[src/rtl/tx_record_scheduler_if.sv]
// ============================================================================
//  Module      : tx_record_scheduler_if
//  Description : Bundles the three buses of the transmit record scheduler:
//                the writer port (RAM searcher), the single-port RAM and the
//                packet-builder record stream.
//  Revision    : 1.0 - initial release
// ============================================================================
`default_nettype none

interface tx_record_scheduler_if #(
   parameter int ADDR_W        = 9,
   parameter int WORDS_PER_REC = 8
);
   localparam int c_WORD_W = $clog2(WORDS_PER_REC);

   // Writer (RAM searcher) port
   logic                wr_req;
   logic [ADDR_W-1:0]   wr_addr;
   logic [31:0]         wr_data;
   logic                wr_gnt;

   // Shared single-port RAM
   logic [ADDR_W-1:0]   ram_addr;
   logic [31:0]         ram_wdata;
   logic                ram_wren;
   logic [31:0]         ram_rdata;

   // Packet-builder record stream
   logic                pb_ready;
   logic                pb_done;
   logic                rec_valid;
   logic [31:0]         rec_data;
   logic [c_WORD_W-1:0] rec_word;
   logic                rec_last;

   // Scheduler side
   modport master (
      input  wr_req, wr_addr, wr_data, ram_rdata, pb_ready, pb_done,
      output wr_gnt, ram_addr, ram_wdata, ram_wren,
             rec_valid, rec_data, rec_word, rec_last
   );

   // Environment side (writer, RAM and packet builder)
   modport slave (
      output wr_req, wr_addr, wr_data, ram_rdata, pb_ready, pb_done,
      input  wr_gnt, ram_addr, ram_wdata, ram_wren,
             rec_valid, rec_data, rec_word, rec_last
   );
endinterface

`default_nettype wire

[src/rtl/tx_record_scheduler.sv]
// ============================================================================
//  Module      : tx_record_scheduler
//  Description : Round-robin scan of connection records in the shared RAM.
//                Valid records (word 0 bit 0) are streamed to the packet
//                builder as one atomic burst; the writer owns the RAM port
//                whenever no burst is locked. WORDS_PER_REC must be >= 2.
//  Revision    : 1.0 - initial release
// ============================================================================
`default_nettype none

module tx_record_scheduler #(
   parameter int NUM_RECORDS   = 32,
   parameter int WORDS_PER_REC = 8,
   parameter int ADDR_W        = 9
) (
   input  wire logic                           clk,
   input  wire logic                           reset,
   input  wire logic                           enable,
   tx_record_scheduler_if.master               bus,
   output logic [$clog2(NUM_RECORDS)-1:0]      cur_rec,
   output logic                                scan_wrap,
   output logic                                busy
);
   localparam int c_REC_W  = $clog2(NUM_RECORDS);
   localparam int c_WORD_W = $clog2(WORDS_PER_REC);
   localparam logic [c_WORD_W-1:0] c_LAST_WORD = c_WORD_W'(WORDS_PER_REC - 1);

   localparam logic [2:0] c_IDLE      = 3'd0;
   localparam logic [2:0] c_READ_HDR  = 3'd1;
   localparam logic [2:0] c_CHECK     = 3'd2;
   localparam logic [2:0] c_STREAM    = 3'd3;
   localparam logic [2:0] c_DRAIN     = 3'd4;
   localparam logic [2:0] c_WAIT_DONE = 3'd5;
   localparam logic [2:0] c_NEXT      = 3'd6;

   logic [2:0]          r_state;
   logic [2:0]          w_next_state;
   logic [c_WORD_W-1:0] r_idx;          // word offset issued during STREAM
   logic [c_REC_W-1:0]  r_cur_rec;
   logic                r_scan_wrap;
   logic [ADDR_W-1:0]   r_addr_hold;    // last address driven to the RAM
   logic                r_rec_valid;
   logic [31:0]         r_rec_data;
   logic [c_WORD_W-1:0] r_rec_word;
   logic                r_rec_last;

   logic                w_locked;
   logic                w_gnt;
   logic                w_rd_issue;
   logic [c_WORD_W-1:0] w_rd_off;
   logic [ADDR_W-1:0]   w_base;
   logic [ADDR_W-1:0]   w_ram_addr;

   assign w_base   = ADDR_W'(r_cur_rec) << c_WORD_W;
   assign w_locked = (r_state == c_CHECK) || (r_state == c_STREAM) || (r_state == c_DRAIN);
   // Reset term keeps the grant low while reset is held, even in IDLE
   assign w_gnt    = reset && bus.wr_req && !w_locked;

   // Next-state decode of the scan / burst sequencer
   always_comb begin
      w_next_state = r_state;
      case (r_state)
         c_IDLE:      if (enable && bus.pb_ready) w_next_state = c_READ_HDR;
         c_READ_HDR:  if (!bus.wr_req)            w_next_state = c_CHECK;
         c_CHECK: begin
            if (!bus.ram_rdata[0])      w_next_state = c_NEXT;
            else if (WORDS_PER_REC > 2) w_next_state = c_STREAM;
            else                        w_next_state = c_DRAIN;
         end
         c_STREAM:    if (r_idx == c_LAST_WORD)   w_next_state = c_DRAIN;
         c_DRAIN:                                 w_next_state = c_WAIT_DONE;
         c_WAIT_DONE: if (bus.pb_done)            w_next_state = c_NEXT;
         c_NEXT:                                  w_next_state = c_IDLE;
         default:                                 w_next_state = c_IDLE;
      endcase
   end

   // RAM read issue: header in READ_HDR (unless the writer holds the port),
   // word 1 speculatively in CHECK, remaining words in STREAM
   always_comb begin
      w_rd_issue = 1'b0;
      w_rd_off   = '0;
      case (r_state)
         c_READ_HDR: w_rd_issue = !bus.wr_req;
         c_CHECK: begin
            w_rd_issue = 1'b1;
            w_rd_off   = c_WORD_W'(1);
         end
         c_STREAM: begin
            w_rd_issue = 1'b1;
            w_rd_off   = r_idx;
         end
         default: ;
      endcase
   end

   // RAM port mux: writer, then scheduler read, otherwise hold the address
   always_comb begin
      if (w_gnt)           w_ram_addr = bus.wr_addr;
      else if (w_rd_issue) w_ram_addr = w_base + ADDR_W'(w_rd_off);
      else                 w_ram_addr = r_addr_hold;
   end

   assign bus.ram_addr  = w_ram_addr;
   assign bus.ram_wren  = w_gnt;
   assign bus.ram_wdata = w_gnt ? bus.wr_data : 32'h0;
   assign bus.wr_gnt    = w_gnt;

   // Sequencer state, word counter, record pointer and address hold
   always_ff @(posedge clk or negedge reset) begin
      if (!reset) begin
         r_state     <= c_IDLE;
         r_idx       <= '0;
         r_cur_rec   <= '0;
         r_scan_wrap <= 1'b0;
         r_addr_hold <= '0;
      end else begin
         r_state     <= w_next_state;
         r_addr_hold <= w_ram_addr;
         r_scan_wrap <= 1'b0;
         if (r_state == c_CHECK)  r_idx <= c_WORD_W'(2);
         if (r_state == c_STREAM) r_idx <= r_idx + c_WORD_W'(1);
         if (r_state == c_NEXT) begin
            r_cur_rec   <= r_cur_rec + c_REC_W'(1);
            r_scan_wrap <= (r_cur_rec == '1);
         end
      end
   end

   // Record stream: capture the word returned one cycle after its address
   always_ff @(posedge clk or negedge reset) begin
      if (!reset) begin
         r_rec_valid <= 1'b0;
         r_rec_data  <= '0;
         r_rec_word  <= '0;
         r_rec_last  <= 1'b0;
      end else begin
         r_rec_valid <= 1'b0;
         r_rec_last  <= 1'b0;
         case (r_state)
            c_CHECK: begin
               if (bus.ram_rdata[0]) begin
                  r_rec_valid <= 1'b1;
                  r_rec_data  <= bus.ram_rdata;
                  r_rec_word  <= '0;
               end
            end
            c_STREAM: begin
               r_rec_valid <= 1'b1;
               r_rec_data  <= bus.ram_rdata;
               r_rec_word  <= r_idx - c_WORD_W'(1);
            end
            c_DRAIN: begin
               r_rec_valid <= 1'b1;
               r_rec_data  <= bus.ram_rdata;
               r_rec_word  <= c_LAST_WORD;
               r_rec_last  <= 1'b1;
            end
            default: ;
         endcase
      end
   end

   assign bus.rec_valid = r_rec_valid;
   assign bus.rec_data  = r_rec_data;
   assign bus.rec_word  = r_rec_word;
   assign bus.rec_last  = r_rec_last;
   assign cur_rec       = r_cur_rec;
   assign scan_wrap     = r_scan_wrap;
   assign busy          = (r_state != c_IDLE);

endmodule

`default_nettype wire

[src/flat_wrapper.sv]
// flat-port wrapper written by rule: the top's interface ports become plain ports
module tx_record_scheduler_flat 
#(
   parameter int NUM_RECORDS   = 32,
   parameter int WORDS_PER_REC = 8,
   parameter int ADDR_W        = 9
)
  (clk, reset, enable, cur_rec, scan_wrap, busy, bus_wr_req, bus_wr_addr, bus_wr_data, bus_ram_rdata, bus_pb_ready, bus_pb_done, bus_wr_gnt, bus_ram_addr, bus_ram_wdata, bus_ram_wren, bus_rec_valid, bus_rec_data, bus_rec_word, bus_rec_last);
  tx_record_scheduler_if #(.ADDR_W(ADDR_W), .WORDS_PER_REC(WORDS_PER_REC)) bus_i ();
  input  wire logic clk;
  input  wire logic reset;
  input  wire logic enable;
  output logic [$clog2(NUM_RECORDS)-1:0] cur_rec;
  output logic scan_wrap;
  output logic busy;
  input wire logic [$bits(bus_i.wr_req)-1:0] bus_wr_req;
  input wire logic [$bits(bus_i.wr_addr)-1:0] bus_wr_addr;
  input wire logic [$bits(bus_i.wr_data)-1:0] bus_wr_data;
  input wire logic [$bits(bus_i.ram_rdata)-1:0] bus_ram_rdata;
  input wire logic [$bits(bus_i.pb_ready)-1:0] bus_pb_ready;
  input wire logic [$bits(bus_i.pb_done)-1:0] bus_pb_done;
  output wire logic [$bits(bus_i.wr_gnt)-1:0] bus_wr_gnt;
  output wire logic [$bits(bus_i.ram_addr)-1:0] bus_ram_addr;
  output wire logic [$bits(bus_i.ram_wdata)-1:0] bus_ram_wdata;
  output wire logic [$bits(bus_i.ram_wren)-1:0] bus_ram_wren;
  output wire logic [$bits(bus_i.rec_valid)-1:0] bus_rec_valid;
  output wire logic [$bits(bus_i.rec_data)-1:0] bus_rec_data;
  output wire logic [$bits(bus_i.rec_word)-1:0] bus_rec_word;
  output wire logic [$bits(bus_i.rec_last)-1:0] bus_rec_last;
  assign bus_i.wr_req = bus_wr_req;
  assign bus_i.wr_addr = bus_wr_addr;
  assign bus_i.wr_data = bus_wr_data;
  assign bus_i.ram_rdata = bus_ram_rdata;
  assign bus_i.pb_ready = bus_pb_ready;
  assign bus_i.pb_done = bus_pb_done;
  assign bus_wr_gnt = bus_i.wr_gnt;
  assign bus_ram_addr = bus_i.ram_addr;
  assign bus_ram_wdata = bus_i.ram_wdata;
  assign bus_ram_wren = bus_i.ram_wren;
  assign bus_rec_valid = bus_i.rec_valid;
  assign bus_rec_data = bus_i.rec_data;
  assign bus_rec_word = bus_i.rec_word;
  assign bus_rec_last = bus_i.rec_last;
  tx_record_scheduler #(.NUM_RECORDS(NUM_RECORDS), .WORDS_PER_REC(WORDS_PER_REC), .ADDR_W(ADDR_W)) u_core (.clk(clk), .reset(reset), .enable(enable), .bus(bus_i), .cur_rec(cur_rec), .scan_wrap(scan_wrap), .busy(busy));
endmodule
[config.mk]
export PLATFORM = sky130hd
export DESIGN_NAME = tx_record_scheduler_flat
export DESIGN_NICKNAME = d
export VERILOG_FILES = /design/src/rtl/tx_record_scheduler_if.sv /design/src/rtl/tx_record_scheduler.sv /design/src/flat_wrapper.sv
export SDC_FILE = /design/constraint.sdc
export NUM_CORES = 1
export LEC_CHECK = 0
export CAP_MARGIN = 10
export CORE_ASPECT_RATIO = 0.7
export CORE_UTILIZATION = 34
export CTS_CLUSTER_DIAMETER = 100
export DETAILED_ROUTE_END_ITERATION = 6
export PLACE_DENSITY = 0.78
export SETUP_SLACK_MARGIN = 0.1
export SLEW_MARGIN = 20
export SYNTH_ARGS = -nofsm -noshare
export SYNTH_HDL_FRONTEND = slang
export SYNTH_SLANG_ARGS = --single-unit
[constraint.sdc]
create_clock -name clk -period 2.1 [get_ports clk]
set_input_delay 0.42 -clock clk [delete_from_list [all_inputs] [get_ports clk]]
set_output_delay 0.42 -clock clk [all_outputs]
set_load 0.01 [all_outputs]
==> out/metrics.csv <==
metric,value,unit
status,"finished, violations left",
failing checks,negative setup slack,
Netlist cell types,37,
Yosys top cell by area,dfrtp_1,
Syn Area/Cell,11.7,sq um
share of post-route cells with drive strength above 1,42.4,%
"Seq/Total Area, Yosys",53.8,%
syn_nets,315,
CP bufs+invs,5,
clock buffer depth,2,
Routed Antenna Nets,0,
"Period Utilization, post-route",114,%
Root Buffer,clkbuf_16,
num rows,26,
hold buffer count at CTS,0,
Peak VDD IR,0.724,mV
Vias/cell,4.67,
Place WS,-0.756,ns
final wirelength,8.42,mm
CTS H-tree depth,3,
hpwl dp,5.88,mm
crit-path max FO,8,
total number of vias,2461,
GR Overflow Total,0,
Iter 0 DRT Violations,125,
die footprint,0.00831,sq mm
drt first pass iters,4,
initial antenna violation count,0,
Die H,76.6,microns
largest net degree at the start of global routing,59,
RSZ-0062 raised after global routing,true,
Synth Area in Simple Gates,15.2,%
ant diodes,0,
GPL Wtd Cong,0.756,
ys flop type,dfrtp_1,
crit end category,output port,
post-route setup slack,-0.298,ns
Post-route DRC,0,
io pins,166,
"Slowest-stage cell, CP",or3_4,
Slowest Stage Delay on Critical Path,0.42,ns
Synth top area share,53.8,%
yosys warns,0,
Hold Path Class,input pin to async pin,
post-synthesis mux area share,15.2,%
slew at the pin with the worst max-slew slack,0.715,ns
Crit path max-delay family,buffers and inverters,
worst hold slack,0.306,ns
post-route total power,7.24,mW
Lkg Pwr,2.35,nW
adder-cell share of the synthesized area,2.32,%
Area Growth Syn to Fin,96.2,%
nets@finish,508,
Synth area leaders,"dfrtp_1 (54%), mux2_2 (11%), and2_1 (7.6%)",
CTS sink count,58,
minimum clock period after layout,2.40,ns
first-pass GRT wire length,13.2,mm
register bit total from synthesis,58,
Synth Instances,231,
CP Launch Type,register,
number of synthesized flops with an enable pin,0,
CTS buffer count,9,
Setup CP Type,register to output port,
gr usage total,21.3,%
Final Hold Viols,0,
Worst slew margin,52.4,%
Initial Util,36.1,%
Port-buffer cells,165,
ys async rst share,100,%
worst skew pair latency,0.32,ns
XOR/XNOR Fraction of Synth Area,1.30,%
chip width,109,microns
setup TNS,-10.42,ns
cell mode on critical path,buf_6,
clk_skew,0.00347,ns
core area,0.00748,sq mm
largest family of logic cells by synthesized area,simple AND/OR/NAND/NOR gates,
Critical Path RT,1.68,ns
compound-gate portion of the synthesized area,6.67,%
worst path cell trace,"buf_4, nor2b_2, or3_4, buf_12, inv_16, buf_6, o21ai_4, buf_6",
Mapped Area,0.00270,sq mm
Max Slew Vio Count,0,
Critical Path AT,1.98,ns
Avg WL per Cell,16.0,microns
setup violators final,43,
CTS tree,yes,
vias in the first global route,2734,
power per cell area,1370,mW/mm^2
Max-Cap Viols,0,
fmax,417,MHz
"CTS clk-pin slew, worst paths",0.05,ns
## path summary, 6_finish.rpt
check                           cells past startpoint               startpoint                 endpoint  slack (ns)
max in group asynchronous                           2                    reset          u_core.r_idx[2]        1.32
worst min-delay path                                2                    reset        u_core.cur_rec[3]        0.31
worst max-delay path                                8        u_core.r_state[1]          bus_ram_addr[0]       -0.30
worst max register to register                      7        u_core.r_state[1]  u_core.bus.rec_data[12]        0.29
worst min register to register                      1  u_core.bus.rec_data[22]  u_core.bus.rec_data[22]        0.48
min in group clk                                    1  u_core.bus.rec_data[22]  u_core.bus.rec_data[22]        0.48
## state kept, by name, indices dropped and copies added, names as in the netlist
register	cells
u_core.cur_rec	5
u_core.bus.rec_last	1
u_core.r_addr_hold	9
u_core.bus.rec_data	32
u_core.scan_wrap	1
u_core.bus.rec_valid	1
u_core.r_idx	3
u_core.bus.rec_word	3
u_core.r_state	3
## where the power goes
part / switching, mW / internal, mW / leakage, nW
clock: 0.468 / 0.978 / 0.145
combinational: 1.61 / 2.25 / 1.51
sequential: 0.285 / 1.64 / 0.702
## synth_stat cells (all sizes together) (2+ instances only)
library cell	instances
clkbuf	2
a21oi	12
inv	7
and2	33
or3	2
nand2	18
nor2	9
buf	13
dfrtp	58
ha	5
nand3	3
nand2b	4
o221ai	3
nand3b	2
mux2	31
xnor2	4
mux2i	6
o21ai	8
## cell usage in the layout, fill, tap and decap left out, types with 3 or more instances in the layout
master	netlist	layout
nand2b_1	3	3
ha_1	5	5
buf_2	1	10
inv_1	5	5
buf_6	5	37
a21oi_4	0	5
xnor2_1	4	4
mux2_1	4	4
clkbuf_16	0	9
o221ai_1	3	3
o21ai_0	7	6
buf_4	6	18
inv_8	1	4
mux2_2	27	27
and2_4	0	31
clkdlybuf4s50_1	0	119
nand2_1	18	15
dfrtp_1	58	58
nor2_4	0	5
mux2i_1	6	3
a21oi_1	12	5
## logic make-up after synthesis
group           after synthesis
simple gates                 76
flops                        58
mux                          37
compound gates               29
buf+inv                      22
fa+ha+maj                     5
xor+xnor                      4
## stage by stage
stage / instances / utilization, % / area, sq um
after floorplan: 231 / - / 2870
after global placement: 498 / 62.5 / 4680
after detailed placement: 498 / 62.5 / 4680
after CTS: 527 / 70.8 / 5300
after global routing: 527 / 70.8 / 5300
final: 527 / 70.8 / 5300
## final cells by class
class | count | area, sq um
Fill cell | 520 | 2180
Clock inverter | 4 | 50.0
Tap cell | 98 | 123
Timing Repair Buffer | 190 | 1900
Inverter | 7 | 42.5
Sequential cell | 58 | 1450
Timing Repair inverter | 7 | 78.8
Clock buffer | 12 | 256
Multi-Input combinational cell | 151 | 1400
## per-layer routing
layer	vias to the layer above	track usage (%)	share of wire [%]
met2	126	37.0	51
met1	1149	22.7	38
met4	0	8.11	2.2
li1	1172	-	-
met5	-	0	0
met3	14	9.07	9.5
## what timing repair did
action | 4_1_cts | 5_1_grt
buffers inserted | 4 | 0
endpoints found under the setup margin | 44 | 44
gates cloned | 9 | 0
pin swaps | 12 | 3
resized for setup | 253 | 4
hold endpoints to repair | 0 | 0
Note: power is estimated with default switching activity, not from simulation.
